## src/rtl/dispatch_credit_ctrl_pkg.sv

```systemverilog
// dispatch_credit_ctrl_pkg: reservation-station class encoding and the opcode
// grouping used to pick a class at dispatch.
package dispatch_credit_ctrl_pkg;

    typedef enum logic [1:0] {
        DC_ALU  = 2'd0,
        DC_LS   = 2'd1,
        DC_BR   = 2'd2,
        DC_NONE = 2'd3
    } dc_class_e;

    localparam logic [6:0] OPC_LOAD   = 7'b0000011;
    localparam logic [6:0] OPC_OP_IMM = 7'b0010011;
    localparam logic [6:0] OPC_AUIPC  = 7'b0010111;
    localparam logic [6:0] OPC_STORE  = 7'b0100011;
    localparam logic [6:0] OPC_OP     = 7'b0110011;
    localparam logic [6:0] OPC_LUI    = 7'b0110111;
    localparam logic [6:0] OPC_BRANCH = 7'b1100011;
    localparam logic [6:0] OPC_JALR   = 7'b1100111;
    localparam logic [6:0] OPC_JAL    = 7'b1101111;
    localparam logic [6:0] OPC_SYSTEM = 7'b1110011;

    function automatic dc_class_e op_to_class(input logic [6:0] opcode);
        case (opcode)
            OPC_OP_IMM, OPC_OP, OPC_LUI, OPC_AUIPC, OPC_SYSTEM: op_to_class = DC_ALU;
            OPC_LOAD, OPC_STORE:                                op_to_class = DC_LS;
            OPC_BRANCH, OPC_JAL, OPC_JALR:                      op_to_class = DC_BR;
            default:                                            op_to_class = DC_NONE;
        endcase
    endfunction

endpackage

```

## src/rtl/dispatch_credit_ctrl_counter.sv

```systemverilog
// rs_credit_counter: free-entry credit counter for one reservation station.
// Out-of-range results leave the count untouched and pulse err.
module rs_credit_counter #(
    parameter int CNT_WIDTH   = 4,
    parameter int MAX_CREDITS = 8
) (
    input  logic                 clk,
    input  logic                 rst,
    input  logic                 flush,
    input  logic [1:0]           grant_cnt,
    input  logic                 issue,
    output logic [CNT_WIDTH-1:0] free,
    output logic                 err
);

    localparam logic [CNT_WIDTH-1:0] MAX_C = CNT_WIDTH'(MAX_CREDITS);

    logic [CNT_WIDTH-1:0] free_q, free_d;
    logic [CNT_WIDTH+1:0] sum;

    // Two guard bits: a negative result wraps far above MAX_C, so one compare
    // catches both underflow and overflow.
    always_comb begin
        sum    = {2'b00, free_q} + {{(CNT_WIDTH+1){1'b0}}, issue} - {{CNT_WIDTH{1'b0}}, grant_cnt};
        err    = ~flush & (sum > {2'b00, MAX_C});
        free_d = flush ? MAX_C : err ? free_q : sum[CNT_WIDTH-1:0];
    end

    always_ff @(posedge clk or negedge rst) begin
        if (!rst) free_q <= MAX_C;
        else      free_q <= free_d;
    end

    assign free = free_q;

endmodule

```

## src/rtl/dispatch_credit_ctrl.sv

```systemverilog
// dispatch_credit_ctrl: in-order 2-wide dispatch grant against per-RS credits,
// remembering a half-dispatched pair so slot 0 is not sent twice.
module dispatch_credit_ctrl
    import dispatch_credit_ctrl_pkg::*;
#(
    parameter int NUM_RS_ENTRIES = 8,
    parameter int CNT_WIDTH      = $clog2(NUM_RS_ENTRIES + 1)
) (
    input  logic                 clk,
    input  logic                 rst,
    input  logic                 flush,
    input  logic [1:0]           rename_valid,
    input  logic [1:0]           rename_class_0,
    input  logic [1:0]           rename_class_1,
    input  logic                 issue_alu_valid,
    input  logic                 issue_ls_valid,
    input  logic                 issue_branch_valid,
    output logic [1:0]           dispatch_grant,
    output logic                 rename_ready,
    output logic [CNT_WIDTH-1:0] alu_free,
    output logic [CNT_WIDTH-1:0] ls_free,
    output logic [CNT_WIDTH-1:0] br_free,
    output logic                 credit_err
);

    dc_class_e            cls0, cls1;
    logic                 held_q, held_d, credit_err_q, credit_err_d;
    logic                 act, eff_v0, g0, g1;
    logic [CNT_WIDTH-1:0] free0, free1, need1;
    logic [1:0]           alu_gcnt, ls_gcnt, br_gcnt;
    logic [2:0]           cnt_err;

    assign cls0 = dc_class_e'(rename_class_0);
    assign cls1 = dc_class_e'(rename_class_1);

    always_comb begin
        act    = rst & ~flush;
        eff_v0 = rename_valid[0] & ~held_q;
        free0  = (cls0 == DC_ALU) ? alu_free : (cls0 == DC_LS) ? ls_free : br_free;
        free1  = (cls1 == DC_ALU) ? alu_free : (cls1 == DC_LS) ? ls_free : br_free;
        g0     = act & eff_v0 & ((cls0 == DC_NONE) | (free0 != '0));
        // A same-cycle slot-0 grant to the same class already claims one credit.
        need1  = (g0 & (cls0 == cls1)) ? CNT_WIDTH'(2) : CNT_WIDTH'(1);
        g1     = act & rename_valid[1] & (g0 | ~eff_v0) & ((cls1 == DC_NONE) | (free1 >= need1));
        rename_ready   = act & (~rename_valid[0] | g0 | held_q) & (~rename_valid[1] | g1);
        dispatch_grant = {g1, g0};
        held_d   = flush ? 1'b0 : held_q ? ~g1 : (g0 & ~g1 & rename_valid[1]);
        alu_gcnt = {1'b0, g0 & (cls0 == DC_ALU)} + {1'b0, g1 & (cls1 == DC_ALU)};
        ls_gcnt  = {1'b0, g0 & (cls0 == DC_LS)}  + {1'b0, g1 & (cls1 == DC_LS)};
        br_gcnt  = {1'b0, g0 & (cls0 == DC_BR)}  + {1'b0, g1 & (cls1 == DC_BR)};
        credit_err_d = credit_err_q | (|cnt_err);
    end

    always_ff @(posedge clk or negedge rst) begin
        if (!rst) begin
            held_q       <= 1'b0;
            credit_err_q <= 1'b0;
        end else begin
            held_q       <= held_d;
            credit_err_q <= credit_err_d;
        end
    end

    assign credit_err = credit_err_q;

    rs_credit_counter #(.CNT_WIDTH(CNT_WIDTH), .MAX_CREDITS(NUM_RS_ENTRIES)) u_alu_cnt (
        .clk(clk), .rst(rst), .flush(flush), .grant_cnt(alu_gcnt),
        .issue(issue_alu_valid), .free(alu_free), .err(cnt_err[0])
    );

    rs_credit_counter #(.CNT_WIDTH(CNT_WIDTH), .MAX_CREDITS(NUM_RS_ENTRIES)) u_ls_cnt (
        .clk(clk), .rst(rst), .flush(flush), .grant_cnt(ls_gcnt),
        .issue(issue_ls_valid), .free(ls_free), .err(cnt_err[1])
    );

    rs_credit_counter #(.CNT_WIDTH(CNT_WIDTH), .MAX_CREDITS(NUM_RS_ENTRIES)) u_br_cnt (
        .clk(clk), .rst(rst), .flush(flush), .grant_cnt(br_gcnt),
        .issue(issue_branch_valid), .free(br_free), .err(cnt_err[2])
    );

endmodule

```

## config.mk

```make
export PLATFORM = sky130hd
export DESIGN_NAME = dispatch_credit_ctrl
export DESIGN_NICKNAME = d
export VERILOG_FILES = /design/src/rtl/dispatch_credit_ctrl_pkg.sv /design/src/rtl/dispatch_credit_ctrl_counter.sv /design/src/rtl/dispatch_credit_ctrl.sv
export SDC_FILE = /design/constraint.sdc
export NUM_CORES = 1
export LEC_CHECK = 0
export CORE_ASPECT_RATIO = 0.5
export CORE_MARGIN = 2
export CORE_UTILIZATION = 50
export CTS_BUF_LIST = sky130_fd_sc_hd__clkbuf_2
export CTS_CLUSTER_SIZE = 10
export DETAILED_ROUTE_END_ITERATION = 8
export GPL_TIMING_DRIVEN = 0
export PLACE_DENSITY = 0.77
export SLEW_MARGIN = 30
export SYNTH_ARGS = -nofsm -noshare
export SYNTH_HDL_FRONTEND = slang
export SYNTH_SLANG_ARGS = --single-unit
```

## constraint.sdc

```tcl
create_clock -name clk -period 5.8 [get_ports clk]
set_input_delay 0.58 -clock clk [delete_from_list [all_inputs] [get_ports clk]]
set_output_delay 0.58 -clock clk [all_outputs]
set_load 0.03 [all_outputs]
```

==> flow_results.org <==
** Synthesis
- Most common cell in the netlist :: sky130_fd_sc_hd__a21oi_1
- The largest total area in the synthesized netlist belongs to sky130_fd_sc_hd__dfrtp_1.
- Yosys mapped a number of flops with a built-in enable equal to 0.
- Synth warnings :: 0
- Synth top area cells :: sky130_fd_sc_hd__dfrtp_1 (18%), sky130_fd_sc_hd__ha_1 (8.9%), sky130_fd_sc_hd__a21oi_1 (6.5%)
- The most used flip-flop cell after synthesis is sky130_fd_sc_hd__dfrtp_1.
- Counting every net in the synthesized netlist gives 200.
- Share of the yosys chip area belonging to registers :: between 20% and 30%
- The commonest cells after synthesis are sky130_fd_sc_hd__a21oi_1 (20), sky130_fd_sc_hd__dfrtp_1 (11), sky130_fd_sc_hd__ha_1 (11), sky130_fd_sc_hd__xnor2_1 (11), sky130_fd_sc_hd__inv_1 (10).
- After synthesis, the largest area contributor takes up 17.8% of total cell area.
- Yosys mapped the design onto 48 distinct sky130hd cell types.
- Synthesized area :: 0.00154 mm2
- After synthesis the netlist holds a flip-flop and latch count of 14.
- Each instance of the synthesized netlist takes up on average 8.87 um2.
- Counting flops with an async set or reset pin after synthesis yields a share of 100%.
- Synthesis produced between 150 and 200 cells.

** Cells and area
- The finished cells cover 0.00186 mm2.
- Antenna diode count :: 0
- Fraction of layout instances using a drive strength above 1 :: 11.9%
- Layout overhead on the synthesized area :: 20.3%
- Once layout is complete, the cells apart from fillers number roughly 240.
- The final layout contains 229 nets.

** Power and ir drop
- The analysis attributes to cell leakage a power of 0.809 nW.
- The worst-case IR drop observed on VDD is 0.000179 V.
- Total power divided by cell area :: 323 mW/mm2

** Worst setup path
- Buffers plus inverters on the worst setup path :: 1
- The worst setup path is captured at a flip-flop.
- For this run, the slowest stage of the critical path takes between 500 and 600 ps.
- Data on the critical path arrives at its endpoint at 5280 ps.
- CP Cell Sequence :: clkdlybuf4s50_1, or4_1, o2bb2ai_1, a21oi_1, nand3_1, ha_1, nand2b_1, a21oi_1, o21ai_0, o2111ai_2, nor3b_1, fa_1, ha_1, o211a_1, a21oi_1, a21bo_2, or4_1, a21oi_1
- For this design, the slowest cell found on the critical path is sky130_fd_sc_hd__or4_1.
- Start-to-end type of the worst setup path :: in2reg
- Cell family with the largest share of critical-path delay :: compound AO/OA/AOI/OAI gates
- Largest fanout on the critical path :: 7
- Critical path data required time :: between 6000 and 7000 ps
- Most frequent CP cell :: sky130_fd_sc_hd__a21oi_1
- STA classifies the critical path startpoint as a primary input.
- Setup slack on the worst reg-to-reg path comes out at 970 ps.

** Clock tree
- Cts bufs inserted :: 3
- The clock passes through at most 2 buffers.
- For this design, the sink count on the clock tree is 14.
- After clock tree synthesis, the flow added hold-fix buffers numbering 0.
- CTS tree :: built
- CTS built an H-tree with a depth of 1.
- Number of setup buffers added after CTS :: 0
- Clock transition time at the flip-flop clock pins of the worst setup and hold paths :: 150 ps
- Root Buffer :: sky130_fd_sc_hd__clkbuf_2
- Clock latency on the worst-skew pair, taken at its later pin, is 300 ps.
- Resize count post-CTS :: 0

** Timing
- In the finished design, the share of the clock period the worst path needs comes to 87.0%.
- The final hold violation count came to 0.
- Timing would allow up to 198 MHz.
- Setup total negative slack on the finished layout was measured at 0 ps.
- Measured against its own limit, the worst slew margin works out to 52.2%.
- Setup violations remaining at the end of the flow were counted as 0.
- Setup repair after global routing left no endpoint under its margin.
- The total count of max-transition violations in the final report was 0.
- For the finished layout, the period the worst path requires is 5050 ps.
- Clk_skew :: 7.10 ps
- Hold timing on the final database bottoms out at a slack of 299 ps.
- Slew at the pin closest to its max-slew limit :: 716 ps

** Die
- Horiz. Die Dim :: 82.6 um
- The total area inside the core boundary comes to ~0.0030 mm2.
- Starting density of the core :: about half
- Count of standard-cell rows :: 14
- Vertical die dimension :: 43.3 um
- Die area :: 0.00357 mm2
- During I/O placement, the number of pins put on the boundary was 28.

** Global routing
- First-pass GRT wire length :: 5.84 mm
- The number of antenna violations at the first check in global routing is 0.
- Global routing used 21.7% of the available tracks.
- Total congestion overflow after global routing :: 0
- Largest net degree at the start of global routing :: 16
- Number of global-route vias before repair :: 1297

** Detailed routing
- Length of the first detailed-routing pass in iterations :: 4
- The first routing iteration left 67 violations.
- After detailed routing, the number of remaining DRC violations is 0.
- The final layout contains routed wiring with a total length of 3.46 mm.
- Across all layers, the routed design uses 1409 vias.
- Average wire per standard cell :: 14.3 um
- Using the TritonRoute via totals, the vias-per-cell ratio works out to 5.82.
- Once detail routing completed, the nets flagged for antenna violations numbered 0.

** Placement
- DP Cell Count :: around 240
- RD Place Congestion :: 0.853
- Once placement finished, the instance area stood at 0.00183 mm2.
- Estimated wirelength of the detail-placed design :: 2.65 mm
- In this run the tool buffered the top-level ports with 24 buffer cells.

** Run status
- The flow ran to the end, and the final reports show no timing, DRC or antenna violations.

** Run
- Max-cap violations in this run came to 0.

** Hold path
- Class of the tightest hold or removal check :: in2async
-- cells in the final DEF (no fill, tap or decap), types with 5 or more instances in the layout --
cell type / netlist / routed
sky130_fd_sc_hd__a21oi_1: 20 / 20
sky130_fd_sc_hd__and3_1: 5 / 5
sky130_fd_sc_hd__clkdlybuf4s50_1: 0 / 23
sky130_fd_sc_hd__dfrtp_1: 11 / 11
sky130_fd_sc_hd__ha_1: 11 / 11
sky130_fd_sc_hd__inv_1: 10 / 10
sky130_fd_sc_hd__nand3_1: 9 / 9
sky130_fd_sc_hd__nor2_1: 6 / 6
sky130_fd_sc_hd__nor2b_1: 5 / 5
sky130_fd_sc_hd__nor3_1: 5 / 5
sky130_fd_sc_hd__o31ai_1: 5 / 5
sky130_fd_sc_hd__xnor2_1: 11 / 11
-- metrics by stage --
step	power, mW	util (%)	worst slack [ps]
detailed placement	0.543	61.6	30.8
finish	0.599	62.3	753
floorplan	0.429	-	1320
global route	0.648	62.3	256
CTS	0.599	62.2	336
global placement	0.532	61.6	110
-- sequential cells by signal, indices dropped and copies added (netlist names) --
name	flops
u_ls_cnt.free	4
u_br_cnt.free	4
u_alu_cnt.free	4
credit_err	1
held_q	1
-- cells by family after synthesis --
group                    share of synthesized area (%)
AND/OR/NAND/NOR                                   21.6
AO/OA/AOI/OAI                                     21.9
buffers and inverters                             6.97
XOR/XNOR                                          10.3
adder cells (fa/ha/maj)                           12.8
flip-flops                                        23.0
multiplexers                                      3.49
-- worst paths after layout --
kind | from | to | cells past startpoint
min reg2reg | credit_err | credit_err | 2
max in group asynchronous | rst | held_q | 1
max reg2reg | u_alu_cnt.free[3] | u_br_cnt.free[2] | 18
min in group clk | credit_err | credit_err | 2
min | rst | u_alu_cnt.free[2] | 1
max | rename_class_0[0] | u_br_cnt.free[2] | 18
-- metal layers --
layer	up-vias	share of wire [%]	GRT usage, %
met3	4	3.7	5.53
met5	-	0	0
li1	708	-	-
met4	0	0.66	3.93
met2	24	46	35.6
met1	673	49	29.1
-- cell type report --
| type | instances | area [um2] |
|---|---|---|
| Fill cell | 271 | 1120 |
| Sequential cell | 14 | 354 |
| Buffer | 12 | 70.1 |
| Tap cell | 40 | 50.0 |
| Multi-Input combinational cell | 138 | 1080 |
| Clock buffer | 4 | 20.0 |
| Timing Repair Buffer | 24 | 243 |
| Inverter | 10 | 37.5 |
-- power breakdown --
part           switching (mW)  internal, mW
registers              0.0403         0.125
clock network          0.0347        0.0183
logic                   0.214         0.167
Power figures use the tool's default switching activity.
==> RTL change 1, RTL diff (config.mk and constraints unchanged) <==
Register the output `credit_err` once more, cleared by the reset; this adds one clock of latency there. The other outputs are not delayed to match.
--- a/src/rtl/dispatch_credit_ctrl.sv
+++ b/src/rtl/dispatch_credit_ctrl.sv
@@ -63,3 +63,9 @@
 
-    assign credit_err = credit_err_q;
+    always_ff @(posedge clk or negedge rst) begin
+        if (!rst) begin
+            credit_err <= '0;
+        end else begin
+            credit_err <= credit_err_q;
+        end
+    end
 
Formal check against the unedited RTL: not equivalent (Yosys sat finds a counterexample within 4 cycles, from zero or initial values and one cycle with rst low).
==> RTL change 1 against the original RTL <==
- register-to-register slack gained 260 ps
- power rose by 12%
- worst hold slack better by 100 ps
- routed wire length increased by 14%
- largest power group unchanged
- worst setup slack lost 210 ps
- critical path depth increased by 1
- critical endpoint is now u_ls_cnt.free[2]
- synthesized area increased by 8.4%
- first-iteration DRC count grew 12%
- clock skew down 1.1 ps
- global-route usage increased by 0.66 points
- sequential cell count rose by 1
- cell area up 7.4%
==> RTL change 1: results (changes against the original RTL) <==
Power
  • Flop+latch power: 0.000176 W (was 0.000166 W)
  • Leak Pwr: 0.813 nW (was 0.809 nW)
  • Sw frac: 48.0% (was 48.1%)
  • Peak VDD IR: 0.221 mV (was 0.179 mV)
  • Comb pwr: 0.000443 W (was 0.000381 W)

Placement
  • Dpl hpwl: 3100 um (was 2650 um)
  • Input/output buffers: 25 (was 24)
  • Placed Area: 1970 um2 (was 1830 um2)
  • GP Congestion: 0.950 (was 0.853)
  • Pre-CTS worst setup slack: 239 ps (was 30.8 ps)

Worst setup path
  • Critical-path cell with the highest stage delay: clkdlybuf4s50_1 (was or4_1)
  • Reg-to-Reg Start: u_br_cnt.free[3] (was u_alu_cnt.free[3])
  • Critical R2R Capture: u_ls_cnt.free[2] (was u_br_cnt.free[2])
  • Largest stage delay on the critical path: 970 ps (was 560 ps)
  • Crit path max fanout: 17 (was 7)
  • CP startpoint: rst (was rename_class_0[0])
  • Setup slack, reg-to-reg: 1230 ps (was 970 ps)
  • Crit path DAT: 5460 ps (was 5280 ps)

Synth
  • Synth top cells by count: 13 x nor2_1, 12 x dfrtp_1, 11 x ha_1 (was 20 x a21oi_1, 11 x dfrtp_1, 11 x ha_1, 11 x xnor2_1, 10 x inv_1)
  • Seq/Total Area, Yosys: 22.7% (was 23.0%)
  • Synth unique cells: 55 (was 48)
  • Cell count after synthesis: 195 (was 174)

STA
  • Worst hold margin: 400 ps (was 299 ps)
  • Worst-margin pin slew: 762 ps (was 716 ps)
  • Final WS setup: 540 ps (was 753 ps)

Global routing
  • Vias in the first global route: 1488 (was 1297)
  • First-pass GRT wire length: 6850 um (was 5840 um)
  • Largest net degree at the start of global routing: 18 (was 16)
  • Global-route usage over all layers: 22.3% (was 21.7%)

Final layout
  • Nets@finish: 251 (was 229)
  • Layout cells sized above 1: 12.9% (was 11.9%)
  • Final std cells w/o fill: 264 (was 242)

Worst hold path
  • Hold Crit Class: reg2reg (was in2async)

Route
  • Initial DRC count: 75 (was 67)
  • Via Count: 1570 (was 1409)
  • Drt wl/cell: 15.0 um (was 14.3 um)

Status
  • Status: finished clean (unchanged)
## RTL change 1: logic make-up (layout without fill, tap and decap cells)
| kind of cell | count (synthesis) | in the layout | synth area share, % |
|---|---|---|---|
| adder cells (fa/ha/maj) | 14 | 14 | 11.8 |
| AO/OA/AOI/OAI | 56 | 56 | 25.3 |
| multiplexers | 4 | 4 | 2.47 |
| AND/OR/NAND/NOR | 73 | 73 | 24.8 |
| buffers and inverters | 22 | 51 | 6.36 |
| XOR/XNOR | 11 | 11 | 6.66 |
| flip-flops | 15 | 15 | 22.7 |
## RTL change 1: final cells by class
class,instances,area [um2]
Fill cell,267,1110
Clock inverter,1,5.00
Sequential cell,15,379
Tap cell,40,50.0
Buffer,12,68.8
Multi-Input combinational cell,158,1190
Clock buffer,3,15.0
Inverter,10,37.5
Timing Repair Buffer,25,250
## RTL change 1: layer usage
layer  part of all wire [%]  GRT usage [%]  vias up
met5                      0              0        -
met4                      0           4.44        0
met3                    3.8           2.74        0
met2                     48           38.1       34
met1                     48           31.5      760
li1                       -              -      776
==> RTL change 2, RTL diff (same settings) <==
Made on the original files. Change the parameter `NUM_RS_ENTRIES` from 8 to 4.
--- a/src/rtl/dispatch_credit_ctrl.sv
+++ b/src/rtl/dispatch_credit_ctrl.sv
@@ -5,3 +5,3 @@
 #(
-    parameter int NUM_RS_ENTRIES = 8,
+    parameter int NUM_RS_ENTRIES = 4,
     parameter int CNT_WIDTH      = $clog2(NUM_RS_ENTRIES + 1)
Ports: changed (resized alu_free, br_free and ls_free); port bits go from 28 to 25. The function was not compared with the original's and may differ.
==> RTL change 2 against the original RTL <==
- worst setup slack got worse by 100 ps
- power fell by 32%
- worst hold slack improved by 230 ps
- via count is 14% lower
- synthesized area fell by 14%
- cell area decreased by 13%
- global-route usage decreased by 1.6 points
- routed wire length decreased by 18%
- sequential cell count shrank 3
- critical path type unchanged
- critical endpoint is now credit_err
==> RTL change 2: results (changes against the original RTL) <==
Power
  • Leak Pwr: 0.668 nW (was 0.809 nW)
  • Peak VDD IR: 0.0967 mV (was 0.179 mV)
  • Power per cell area: 251 nW/um2 (was 323 nW/um2)

Final layout
  • Multi-Input Combinational: 127 (was 138)
  • Seq Cell Count: 11 (was 14)
  • Buffering overhead: 16.6% (was 16.9%)
  • Layout cells sized above 1: 12.6% (was 11.9%)
  • Fraction of area in registers: 17.3% (was 19.1%)
  • Non-clk invs: 11 (was 10)
  • Non-clock buffers: 29 (was 36)
  • Clock network area share: 1.24% (was 1.08%)
  • Multi-input combinational area share: 59.4% (was 58.3%)
  • Fill cells: 238 (was 271)
  • Nets@finish: 209 (was 229)

Worst setup path
  • Critical-path cell with the highest stage delay: clkdlybuf4s50_1 (was or4_1)
  • Setup slack, reg-to-reg: 980 ps
  • Reg-to-Reg Start: u_br_cnt.free[1] (was u_alu_cnt.free[3])
  • Largest stage delay on the critical path: 610 ps (was 560 ps)
  • CP startpoint: rename_class_0[1] (was rename_class_0[0])
  • Crit path DAT: 5330 ps (was 5280 ps)
  • Reg2Reg Depth: 18 (unchanged)
  • Worst setup path endpoint: credit_err (was u_br_cnt.free[2])

Synth
  • Post-Synth XOR/XNOR Area: 3.96% (was 10.3%)
  • Syn_nets: 182 (was 200)
  • Post-synthesis adder-cell area fraction: 14.9% (was 12.8%)
  • Dominant cells by area after synthesis: dfrtp_1 15%, ha_1 10%, dfstp_2 5.9%, fa_1 4.5%, a21oi_1 3.8% (was dfrtp_1 18%, ha_1 8.9%, a21oi_1 6.5%, xnor2_1 6.2%, dfstp_2 5.1%)
  • Synth top cells by count: 11 x ha_1, 10 x a21oi_1, 10 x inv_1 (was 20 x a21oi_1, 11 x dfrtp_1, 11 x ha_1, 11 x xnor2_1, 10 x inv_1)
  • Synth Area in Compound Gates: 22.5% (was 21.9%)
  • Synth unique cells: 51 (was 48)
  • Seq/Total Area, Yosys: 21.0% (was 23.0%)
  • Mux cell area share after synthesis: 3.11% (was 3.49%)
  • Mapped cell area: 1330 um2 (was 1540 um2)

Global routing
  • Largest net degree at the start of global routing: 14 (was 16)
  • Total gr overflow: 0 (unchanged)
  • GRT met1 Usage: 25.3% (was 29.1%)
  • GR Util met2: 37.3% (was 35.6%)
  • First-pass GRT wire length: 4780 um (was 5840 um)
  • Vias in the first global route: 1072 (was 1297)
  • Global-route met3 utilization: 4.73% (was 5.53%)
  • Global-route usage over all layers: 20.1% (was 21.7%)

Worst hold path
  • Worst Hold End: held_q
  • Hold Crit Class: reg2reg (was in2async)

Route
  • Drt wl/cell: 13.0 um (was 14.3 um)
  • Post-DR vias/cell: 5.54 (was 5.82)
  • Initial DRC count: 48 (was 67)

Placement
  • Input/output buffers: 22 (was 24)
  • Dpl hpwl: 2200 um (was 2650 um)
  • Placed Area: 1590 um2 (was 1830 um2)
  • GP Congestion: 0.817 (was 0.853)

Clock network
  • Clk_lat worst skew: 280 ps (was 300 ps)
  • CTS resizes: 0 (unchanged)

STA
  • Worst-margin pin slew: 732 ps (was 716 ps)
  • Setup Skew: 20.0 ps (was 7.10 ps)

Status
  • Status: finished clean (unchanged)
==> RTL change 2: per-stage QoR <==
| stage | std cells | hold slack, ps | worst slack, ps |
|---|---|---|---|
| floorplan | 156 | 284 | 1470 |
| global placement | 215 | 505 | 447 |
| detailed placement | 215 | 508 | 368 |
| CTS | 219 | 541 | 683 |
| global route | 219 | 585 | 418 |
| finish | 219 | 532 | 651 |
==> RTL change 2: kinds of logic (layout without fill, tap and decap cells) <==
kind of cell,count (synthesis),after routing
AOI/OAI and AO/OA,41,41
DFF,11,11
muxes,4,4
xor gates and xnor gates,6,6
adders and majority gates,14,14
and+or+nand+nor,62,62
buffers and inverters,18,44
==> RTL change 2: power breakdown <==
group / switching [W] / leakage, nW / internal [W]
registers: 0.0000233 / 0.135 / 0.0000922
logic: 0.000135 / 0.516 / 0.000109
clock network: 0.0000298 / 0.0164 / 0.0000156
==> RTL change 2: routing by layer <==
metal,vias up,wire (um)
li1,629,-
met1,555,1480
met2,27,1270
met3,2,99
met4,0,8
met5,-,0
